<file path="src/rtl/paddle_emu_pkg.sv">
// paddle_emu shared types and helpers.
// Mode codes, held-button states and source-value alignment.
package paddle_emu_pkg;

   localparam logic [1:0] MODE_DIGITAL = 2'd0;
   localparam logic [1:0] MODE_Y       = 2'd1;
   localparam logic [1:0] MODE_X       = 2'd2;
   localparam logic [1:0] MODE_PADDLE  = 2'd3;

   localparam int PW_MAX = 10;

   typedef enum logic [1:0] {
      HELD_IDLE,
      HELD_UP,
      HELD_DOWN
   } held_e;

   // Optional offset-binary flip, then left-aligned in PW_MAX bits
   function automatic logic [PW_MAX-1:0] align_src(
      input logic [7:0] v,
      input logic       ofs
   );
      logic [7:0] s;
      s = ofs ? {~v[7], v[6:0]} : v;
      return {s, {(PW_MAX-8){1'b0}}};
   endfunction

endpackage

</file>
<file path="src/rtl/paddle_emu_ch.sv">
// paddle_emu_ch: one paddle channel.
// Digital position with held-button acceleration and a line countdown.
module paddle_emu_ch
   import paddle_emu_pkg::*;
#(
   parameter int PW           = 8,
   parameter int STEP_SLOW    = 5,
   parameter int STEP_FAST    = 8,
   parameter int ACCEL_FRAMES = 8
) (
   input  logic          clk_sys,
   input  logic          reset,
   input  logic          hs_rise,
   input  logic          vs_rise,
   input  logic          speed,
   input  logic [1:0]    mode,
   input  logic          invert,
   input  logic          btn_up,
   input  logic          btn_down,
   input  logic [15:0]   analog,
   input  logic [7:0]    paddle,
   output logic          pin_out,
   output logic [PW-1:0] pos_out
);

   localparam int W = PW + 2;
   localparam logic [W-1:0] SLOW_W  = W'(STEP_SLOW);
   localparam logic [W-1:0] FAST_W  = W'(STEP_FAST);
   localparam logic [W-1:0] POS_MAX = W'((1 << PW) - 1);
   localparam logic [7:0]   ACC     = 8'(ACCEL_FRAMES);
   localparam int           SH      = PW_MAX - PW;

   held_e         held_q, held_d;
   logic [7:0]    cnt_q, cnt_d;
   logic [PW-1:0] pos_q, pos_d;
   logic [PW-1:0] cd_q;
   logic [PW-1:0] ld_src;
   logic [W-1:0]  step, pos_x;

   always_ff @(posedge clk_sys or negedge reset) begin
      if (!reset) begin
         held_q <= HELD_IDLE;
         cnt_q  <= '0;
      end else if (vs_rise) begin
         held_q <= held_d;
         cnt_q  <= cnt_d;
      end
   end

   always_comb begin
      held_d = HELD_IDLE;
      cnt_d  = '0;
      case ({btn_up, btn_down})
         2'b10:   held_d = HELD_UP;
         2'b01:   held_d = HELD_DOWN;
         default: held_d = HELD_IDLE;
      endcase
      if (held_d != HELD_IDLE && held_d == held_q)
         cnt_d = (cnt_q >= ACC) ? ACC : cnt_q + 8'd1;
   end

   always_comb begin
      step = speed ? FAST_W : SLOW_W;
      if (ACCEL_FRAMES != 0 && cnt_d >= ACC)
         step = step << 1;
      pos_x = {2'b00, pos_q};
      pos_d = pos_q;
      case (held_d)
         HELD_UP:
            pos_d = (pos_x < step) ? '0 : PW'(pos_x - step);
         HELD_DOWN:
            pos_d = (pos_x + step > POS_MAX) ? '1 : PW'(pos_x + step);
         default: ;
      endcase
   end

   always_comb begin
      ld_src = pos_q;
      case (mode)
         MODE_Y:      ld_src = PW'(align_src(analog[15:8], 1'b1) >> SH);
         MODE_X:      ld_src = PW'(align_src(analog[7:0], 1'b1) >> SH);
         MODE_PADDLE: ld_src = PW'(align_src(paddle, 1'b0) >> SH);
         default:     ld_src = pos_q;
      endcase
   end

   // Frame edge wins over a coincident line edge
   always_ff @(posedge clk_sys or negedge reset) begin
      if (!reset) begin
         pos_q <= PW'(1 << (PW - 1));
         cd_q  <= '0;
      end else if (vs_rise) begin
         if (mode == MODE_DIGITAL)
            pos_q <= pos_d;
         cd_q <= ld_src ^ {PW{invert}};
      end else if (hs_rise && cd_q != '0) begin
         cd_q <= cd_q - PW'(1);
      end
   end

   assign pin_out = (cd_q == '0);
   assign pos_out = pos_q;

endmodule

</file>
<file path="src/rtl/paddle_emu_mc.sv">
// paddle_emu_mc: multi-channel paddle emulator top.
// Shared sync edge detect feeding NCH channel instances.
module paddle_emu_mc
   import paddle_emu_pkg::*;
#(
   parameter int NCH          = 2,
   parameter int PW           = 8,
   parameter int STEP_SLOW    = 5,
   parameter int STEP_FAST    = 8,
   parameter int ACCEL_FRAMES = 8
) (
   input  logic              clk_sys,
   input  logic              reset,
   input  logic              hs,
   input  logic              vs,
   input  logic              speed,
   input  logic [2*NCH-1:0]  mode,
   input  logic [NCH-1:0]    invert,
   input  logic [NCH-1:0]    btn_up,
   input  logic [NCH-1:0]    btn_down,
   input  logic [16*NCH-1:0] analog,
   input  logic [8*NCH-1:0]  paddle,
   output logic [NCH-1:0]    pin_out,
   output logic [PW*NCH-1:0] pos_out
);

   logic hs_q, vs_q;
   logic hs_rise, vs_rise;

   always_ff @(posedge clk_sys or negedge reset) begin
      if (!reset) begin
         hs_q <= 1'b0;
         vs_q <= 1'b0;
      end else begin
         hs_q <= hs;
         vs_q <= vs;
      end
   end

   assign hs_rise = hs & ~hs_q;
   assign vs_rise = vs & ~vs_q;

   for (genvar i = 0; i < NCH; i++) begin : g_ch
      paddle_emu_ch #(
         .PW          (PW),
         .STEP_SLOW   (STEP_SLOW),
         .STEP_FAST   (STEP_FAST),
         .ACCEL_FRAMES(ACCEL_FRAMES)
      ) u_ch (
         .clk_sys (clk_sys),
         .reset   (reset),
         .hs_rise (hs_rise),
         .vs_rise (vs_rise),
         .speed   (speed),
         .mode    (mode[2*i +: 2]),
         .invert  (invert[i]),
         .btn_up  (btn_up[i]),
         .btn_down(btn_down[i]),
         .analog  (analog[16*i +: 16]),
         .paddle  (paddle[8*i +: 8]),
         .pin_out (pin_out[i]),
         .pos_out (pos_out[PW*i +: PW])
      );
   end

endmodule

</file>
<file path="config.mk">
export PLATFORM = sky130hd
export DESIGN_NAME = paddle_emu_mc
export DESIGN_NICKNAME = d
export VERILOG_FILES = /design/src/rtl/paddle_emu_pkg.sv /design/src/rtl/paddle_emu_ch.sv /design/src/rtl/paddle_emu_mc.sv
export SDC_FILE = /design/constraint.sdc
export NUM_CORES = 1
export LEC_CHECK = 0
export CORE_AREA = 2 2 111 113
export CTS_CLUSTER_DIAMETER = 40
export CTS_CLUSTER_SIZE = 12
export DETAILED_ROUTE_END_ITERATION = 7
export DIE_AREA = 0 0 113 115
export PLACE_DENSITY = 0.63
export REMOVE_ABC_BUFFERS = 1
export SLEW_MARGIN = 40
export SYNTH_ARGS = -nofsm -noshare
export SYNTH_HDL_FRONTEND = slang
export SYNTH_HIERARCHICAL = 1
export SYNTH_SLANG_ARGS = --single-unit
</file>
<file path="constraint.sdc">
create_clock -name clk_sys -period 3.2 [get_ports clk_sys]
set_input_delay 0.48 -clock clk_sys [delete_from_list [all_inputs] [get_ports clk_sys]]
set_output_delay 0.48 -clock clk_sys [all_outputs]
set_load 0.01 [all_outputs]
</file>
## Yosys cells after proc, flatten, opt, wreduce, memory -nomap -nowiden

Index checks and enable logic that the tools add are counted.

- Memory bits (read-only): 0
- Output and inout port bits: 18
- Memory bits (writable): 0
- Memories: 0
- Register bits: 54
- Bits of input ports: 63
- Bits in latches: 0

- Add/subtract/negate cells: 8
- Equal/unequal tests: 16
- Divide/modulo/power cells: 0
- Muxes and demuxes: 21
- Shift-type cells: 0
- Reductions and logical operators: 18
- Multipliers: 0
- Order comparisons: 8
- Bitwise logic cells: 10

Operator list:

| operator | count |
|---|---|
| $mux 8 | 12 |
| $pmux 8 s3 | 2 |
| $ge 8x4->1 const B | 4 |
| $pmux 8 s2 | 2 |
| $gt 10x8->1 const B | 2 |
| $add 8x5->9 | 2 |
| $add 8x1->8 const B | 2 |
| $eq 2x2->1 const B | 8 |
| $logic_not 8->1 | 2 |
| $lt 8x5->1 | 2 |
| $reduce_bool 8->1 | 2 |
| $sub 8x1->8 const B | 2 |
| $sub 8x8->8 | 2 |
| $xor 8x8->8 | 2 |
| $eq 2x1->1 const B | 6 |
| $reduce_bool 2->1 | 6 |
| $mux 5 | 2 |
| $pmux 2 s2 | 2 |
| $not 1->1 | 6 |
| $reduce_and 3->1 | 2 |
| $eq 2x2->1 | 2 |
| $logic_and 1x1->1 | 4 |
| $logic_not 2->1 | 2 |
| $mux 4 | 1 |
| $and 1x1->1 | 2 |

## Longest topological paths before layout

- Depth after elaboration: 11
- Depth in mapped cells: 16
- Mapped depth without buffers: 15

## By module

The synthesis kept the hierarchy.

Modules (own cells, without submodules):

| module | sequential area each (µm²) | cells each | area each (µm²) | times used |
|---|---|---|---|---|
| paddle_emu_ch at g_ch[0].u_ch | 651.9 | 247 | 2,323.5 | 1 |
| paddle_emu_ch at g_ch[1].u_ch | 651.9 | 240 | 2,252.2 | 1 |
| paddle_emu_mc | 50.0 | 4 | 77.6 | 1 |

## Worst setup path before layout

Ideal clock, no wire load.

- Kind: input to register
- From: input btn_up[0]
- To: register g_ch[0].u_ch.pos_q[6]
- Setup slack: -0.295 ns
- Arrival time: 3.359 ns
- Setup time: 0.136 ns
- Stages on the path: 15
- Cell sequence: inv_1 > ha_1 > clkbuf_1 > xor2_1 > nor3_1 > a21boi_1 > inv_1 > ha_1 > ha_1 > fa_1 > nor2b_1 > o311a_1 > or2_2 > a31oi_1 > o22ai_1

- Cells in the longest elaborated chain, start to end: 11

RTL lines:

| item | RTL line | text |
|---|---|---|
| start, declared | paddle_emu_mc.sv:19 | `input logic [NCH-1:0] btn_up,` |
| $eq 2x1->1 or $eq 2x2->1 (tied branches) | paddle_emu_ch.sv:53 | `case ({btn_up, btn_down})` |
| $pmux 2 s2 * | paddle_emu_ch.sv:53 |  |
| via g_ch[0].u_ch.held_d[1] | paddle_emu_ch.sv:33 | `held_e held_q, held_d;` |
| $eq 2x2->1 or $reduce_bool 2->1 (tied branches) | paddle_emu_ch.sv:58 | `if (held_d != HELD_IDLE && held_d == held_q)` |
| $logic_and 1x1->1 | paddle_emu_ch.sv:58 |  |
| $mux 8 | paddle_emu_ch.sv:58 |  |
| $ge 8x4->1 | paddle_emu_ch.sv:64 | `if (ACCEL_FRAMES != 0 && cnt_d >= ACC)` |
| $mux 5 | paddle_emu_ch.sv:64 |  |
| $add 8x5->9 | paddle_emu_ch.sv:72 | `pos_d = (pos_x + step > POS_MAX) ? '1 : PW'(pos_x + step);` |
| $gt 10x8->1 | paddle_emu_ch.sv:72 |  |
| $mux 8 | paddle_emu_ch.sv:72 |  |
| $pmux 8 s2 | paddle_emu_ch.sv:68 | `case (held_d)` |
| end signal, assigned | paddle_emu_ch.sv:90 | `pos_q <= PW'(1 << (PW - 1));` |
| end signal, assigned | paddle_emu_ch.sv:94 | `pos_q <= pos_d;` |
| end, declared | paddle_emu_ch.sv:35 | `logic [PW-1:0] pos_q, pos_d;` |

The timed path passes the listed nets; every way through them passes the cells marked *.
A chain may end at the register's enable or synchronous reset.

## Worst setup path in the final report

- From: input btn_down[0]
- To: register g_ch[0].u_ch.pos_q[0]

- Cells in the longest elaborated chain, start to end: 11

RTL lines:

| item | RTL line | text |
|---|---|---|
| start, declared | paddle_emu_mc.sv:20 | `input logic [NCH-1:0] btn_down,` |
| $eq 2x1->1 or $eq 2x2->1 (tied branches) | paddle_emu_ch.sv:53 |  |
| $pmux 2 s2 * | paddle_emu_ch.sv:53 |  |
| via g_ch[0].u_ch.held_d[1] | paddle_emu_ch.sv:33 |  |
| $eq 2x2->1 or $reduce_bool 2->1 (tied branches) | paddle_emu_ch.sv:58 |  |
| $logic_and 1x1->1 | paddle_emu_ch.sv:58 |  |
| $mux 8 | paddle_emu_ch.sv:58 |  |
| $ge 8x4->1 | paddle_emu_ch.sv:64 |  |
| $mux 5 | paddle_emu_ch.sv:64 |  |
| $add 8x5->9 | paddle_emu_ch.sv:72 |  |
| $gt 10x8->1 | paddle_emu_ch.sv:72 |  |
| $mux 8 | paddle_emu_ch.sv:72 |  |
| $pmux 8 s2 | paddle_emu_ch.sv:68 |  |

Marked as above.

==> impl_metrics.ini <==
[route]
routed_wl_mm = 12.82
vias = 4131
wl_per_cell_um = 16.73
drc_errors = 5
drt-vias-per-instance = 5.393
drt.antenna.violating_nets = 0
drt_iter0_drc = 141
firstDrtPassIters = 6

[floorplan]
start_util_pct = 39.40
coreArea_um2 = 11810
die-area_um2 = 13000
io_pins = 81
die_h_um = 115
fp-row-count = 40
fp.dieW_um = 113

[cells_and_area]
final_area_um2 = 6486
area_delta_synth_final_pct = 39.39
final_util_pct = 54.92
drive_above_1_share_pct = 27.95
layout.nets = 723
antenna_cells = 0

[placement]
io_buffers = 80
placed_cell_area_um2 = 5939
dp_hpwl_mm = 9.329
gp_congestion = 0.9266

[clocking]
cts_root_buf = clkbuf_16
clockBufferDepth = 2
cts_tree = yes
clk_pin_slew_ns = 0.07
cts_htree_levels = 2
clock_sinks = 54
cts_inserted_buffers = 5
cts_hold_buf = 0
clk_latency_ns = 0.30

[pwr]
p_sw_share_pct = 39.49
pwr-share-comb_pct = 53.2
worst_ir_drop_vdd_uv = 249.4
p_leak_nw = 2.683
p_int_mw = 2.119
seqPwrFrac_pct = 30.7
power_mw = 3.503
power.density_nw_per_um2 = 540.0
power_frac_clock_pct = 16.2
power.switching_mw = 1.383

[yosys]
synth_edf_count = 0
async_reset_ff_share_pct = 100.0
syn_inst = 491
ys_types = 69
synthesis.area_per_instance_um2 = 9.477
synth_xor_area_share_pct = 6.588
muxShareOfSynthArea_pct = 11.83
ys_seq_elements = 54
seq_area_frac_synth_pct = 29.09
ys_warn_count = 6
synthSimpleGateAreaFrac_pct = 18.18
synth_compound_area_share_pct = 15.49
synth_area_um2 = 4653
synth_top_flop_cell = dfrtp_1
synth_top_family_by_area = simple AND/OR/NAND/NOR gates
synth_fa_ha_area_share_pct = 11.94

[sta]
hold_viol = 0
final.period_utilization_pct = 97.71
slew_viol_final = 0
fin_tns_setup_ns = 0
rsz0062_at_grt = true
fmax_ghz = 0.3198
fin_hold_ws_ns = 0.3163
fin_crit_ns = 3.127
relSlewSlack_pct = 52.04
finClkSkew_ns = 0.006292
setup_viol = 0
tightestPinTransition_ns = 0.7194

[grt]
grt-ovfl-total = 0
grt_pass1_vias = 4227
grt_pass1_wl_mm = 20.78
grt_use_total_pct = 19.67
grt_max_degree = 55
antenna_found_initial = 0

[worst_setup_path]
critPathKind = input port to flip-flop
cp_slowest_cell = fa_2
cp_common_cell = ha_2
cp_cell_sequence = clkdlybuf4s15_1 > ha_2 > xor2_2 > nor3_4 > a21boi_2 > inv_1 > ha_4 > ha_2 > fa_2 > nor2b_1 > o311a_1 > o21a_2 > o21ai_0 > a22oi_1
critical-path-top-delay-family = compound AO/OA/AOI/OAI gates
cp_num_buf_inv = 2
reg2regPathDepth = 14
path_depth = 14
cp-start-kind = input port
crit_required_ns = 3.36
cp-end-kind = flip-flop
cp.arrival_ns = 3.29
cpPeakStageDelay_ns = 0.33
path_max_fanout = 5

[job]
maxCapViolations = 0

[status]
outcome = complete, but fails checks
violations = design-rule violations

[worst_hold_path]
min_path_type = input port to async pin
[routing by layer]
metal	routed length [um]	part of all wire (%)	vias up	global-route usage, %
li1	-	-	2015	-
met4	230	1.8	0	6.016
met1	5512	43	2000	24.54
met2	6600	51	99	35.53
met5	0	0	-	0
met3	475	3.7	17	2.636
[cell families (layout without fill, tap and decap cells)]
kind of cell / after synthesis / count (layout)
simple gates: 143 / 143
compound gates: 113 / 113
buf+inv: 73 / 201
flops: 54 / 54
fa+ha+maj: 42 / 42
xor+xnor: 35 / 35
mux: 31 / 31
[power by group through the flow]
stage	clock network [mW]	logic, mW	registers (mW)
2_1_floorplan	0	0.950	1.02
3_3_place_gp	0	1.63	1.06
3_5_place_dp	0	1.66	1.06
4_1_cts	0.587	1.77	1.06
5_1_grt	0.610	2.04	1.10
6_report	0.567	1.86	1.07
[area by class of cell]
| cell class | instances | area [um^2] |
|---|---|---|
| clock buffers | 5 | 125.1 |
| clock inverters | 3 | 22.52 |
| fillers | 1052 | 5325 |
| inverters | 45 | 168.9 |
| multi-input cells | 364 | 3329 |
| flip-flops and latches | 54 | 1354 |
| well taps | 147 | 183.9 |
| repair buffers | 148 | 1303 |
[flip-flops by register name, indices dropped and copies added (netlist names)]
signal             count
g_ch.u_ch/cd_q        16
g_ch.u_ch/cnt_q       16
g_ch.u_ch/pos_out     16
g_ch.u_ch/held_q       4
hs_q                   1
vs_q                   1
[synthesized netlist by cell type, types with 6 or more instances]
cell | number | area share [%]
nand2_1 | 30 | 2.4
nor4_1 | 6 | 0.81
clkbuf_1 | 10 | 0.81
a21oi_1 | 26 | 2.8
xnor2_1 | 20 | 3.8
buf_2 | 7 | 0.75
nor3b_1 | 6 | 0.97
dfrtp_1 | 52 | 28
nor3_1 | 13 | 1.4
nand3_1 | 9 | 0.97
ha_1 | 38 | 10
mux4_2 | 8 | 3.9
nor2_1 | 25 | 2.0
a211oi_1 | 7 | 1.1
inv_1 | 45 | 3.6
xor2_1 | 15 | 2.8
mux2_2 | 8 | 1.9
mux4_1 | 8 | 4.5
a31oi_1 | 11 | 1.5
nor2b_1 | 18 | 2.4
mux2i_1 | 7 | 1.5
o21ai_0 | 30 | 3.2
[timing repair]
item,CTS,global route
setup buffers,7,1
pin swaps,22,20
gates resized for setup,48,43
endpoints found under the setup margin,16,16
[metrics by stage]
step,worst slack (ns),std cells
final,0.07320,766
after global routing,-0.03487,766
after CTS,0.003659,765
after detailed placement,-0.8818,751
after global placement,-0.7893,751
after floorplan,-0.3523,463
[final timing paths]
path                                        from                       to  slack (ns)
setup / recovery                     btn_down[0]  g_ch[0].u_ch/pos_out[0]        0.07
hold / removal                             reset                     vs_q        0.32
setup reg to reg           g_ch[0].u_ch/cnt_q[5]  g_ch[0].u_ch/pos_out[6]        0.13
hold reg to reg            g_ch[1].u_ch/cnt_q[4]    g_ch[1].u_ch/cnt_q[4]        0.51
max in group asynchronous                  reset   g_ch[1].u_ch/held_q[0]        2.41
min in group clk_sys       g_ch[1].u_ch/cnt_q[4]    g_ch[1].u_ch/cnt_q[4]        0.51
[cell usage in the layout, fill, tap and decap left out, types with 13 or more instances in the layout]
cell type,instances
nor2b_1,16
buf_4,65
o21ai_0,29
nor2_1,22
clkdlybuf4s50_1,75
xor2_1,13
dfrtp_1,52
nand2_1,30
xnor2_1,20
ha_1,22
inv_1,39
a21oi_1,21
Power figures use the tool's default switching activity.
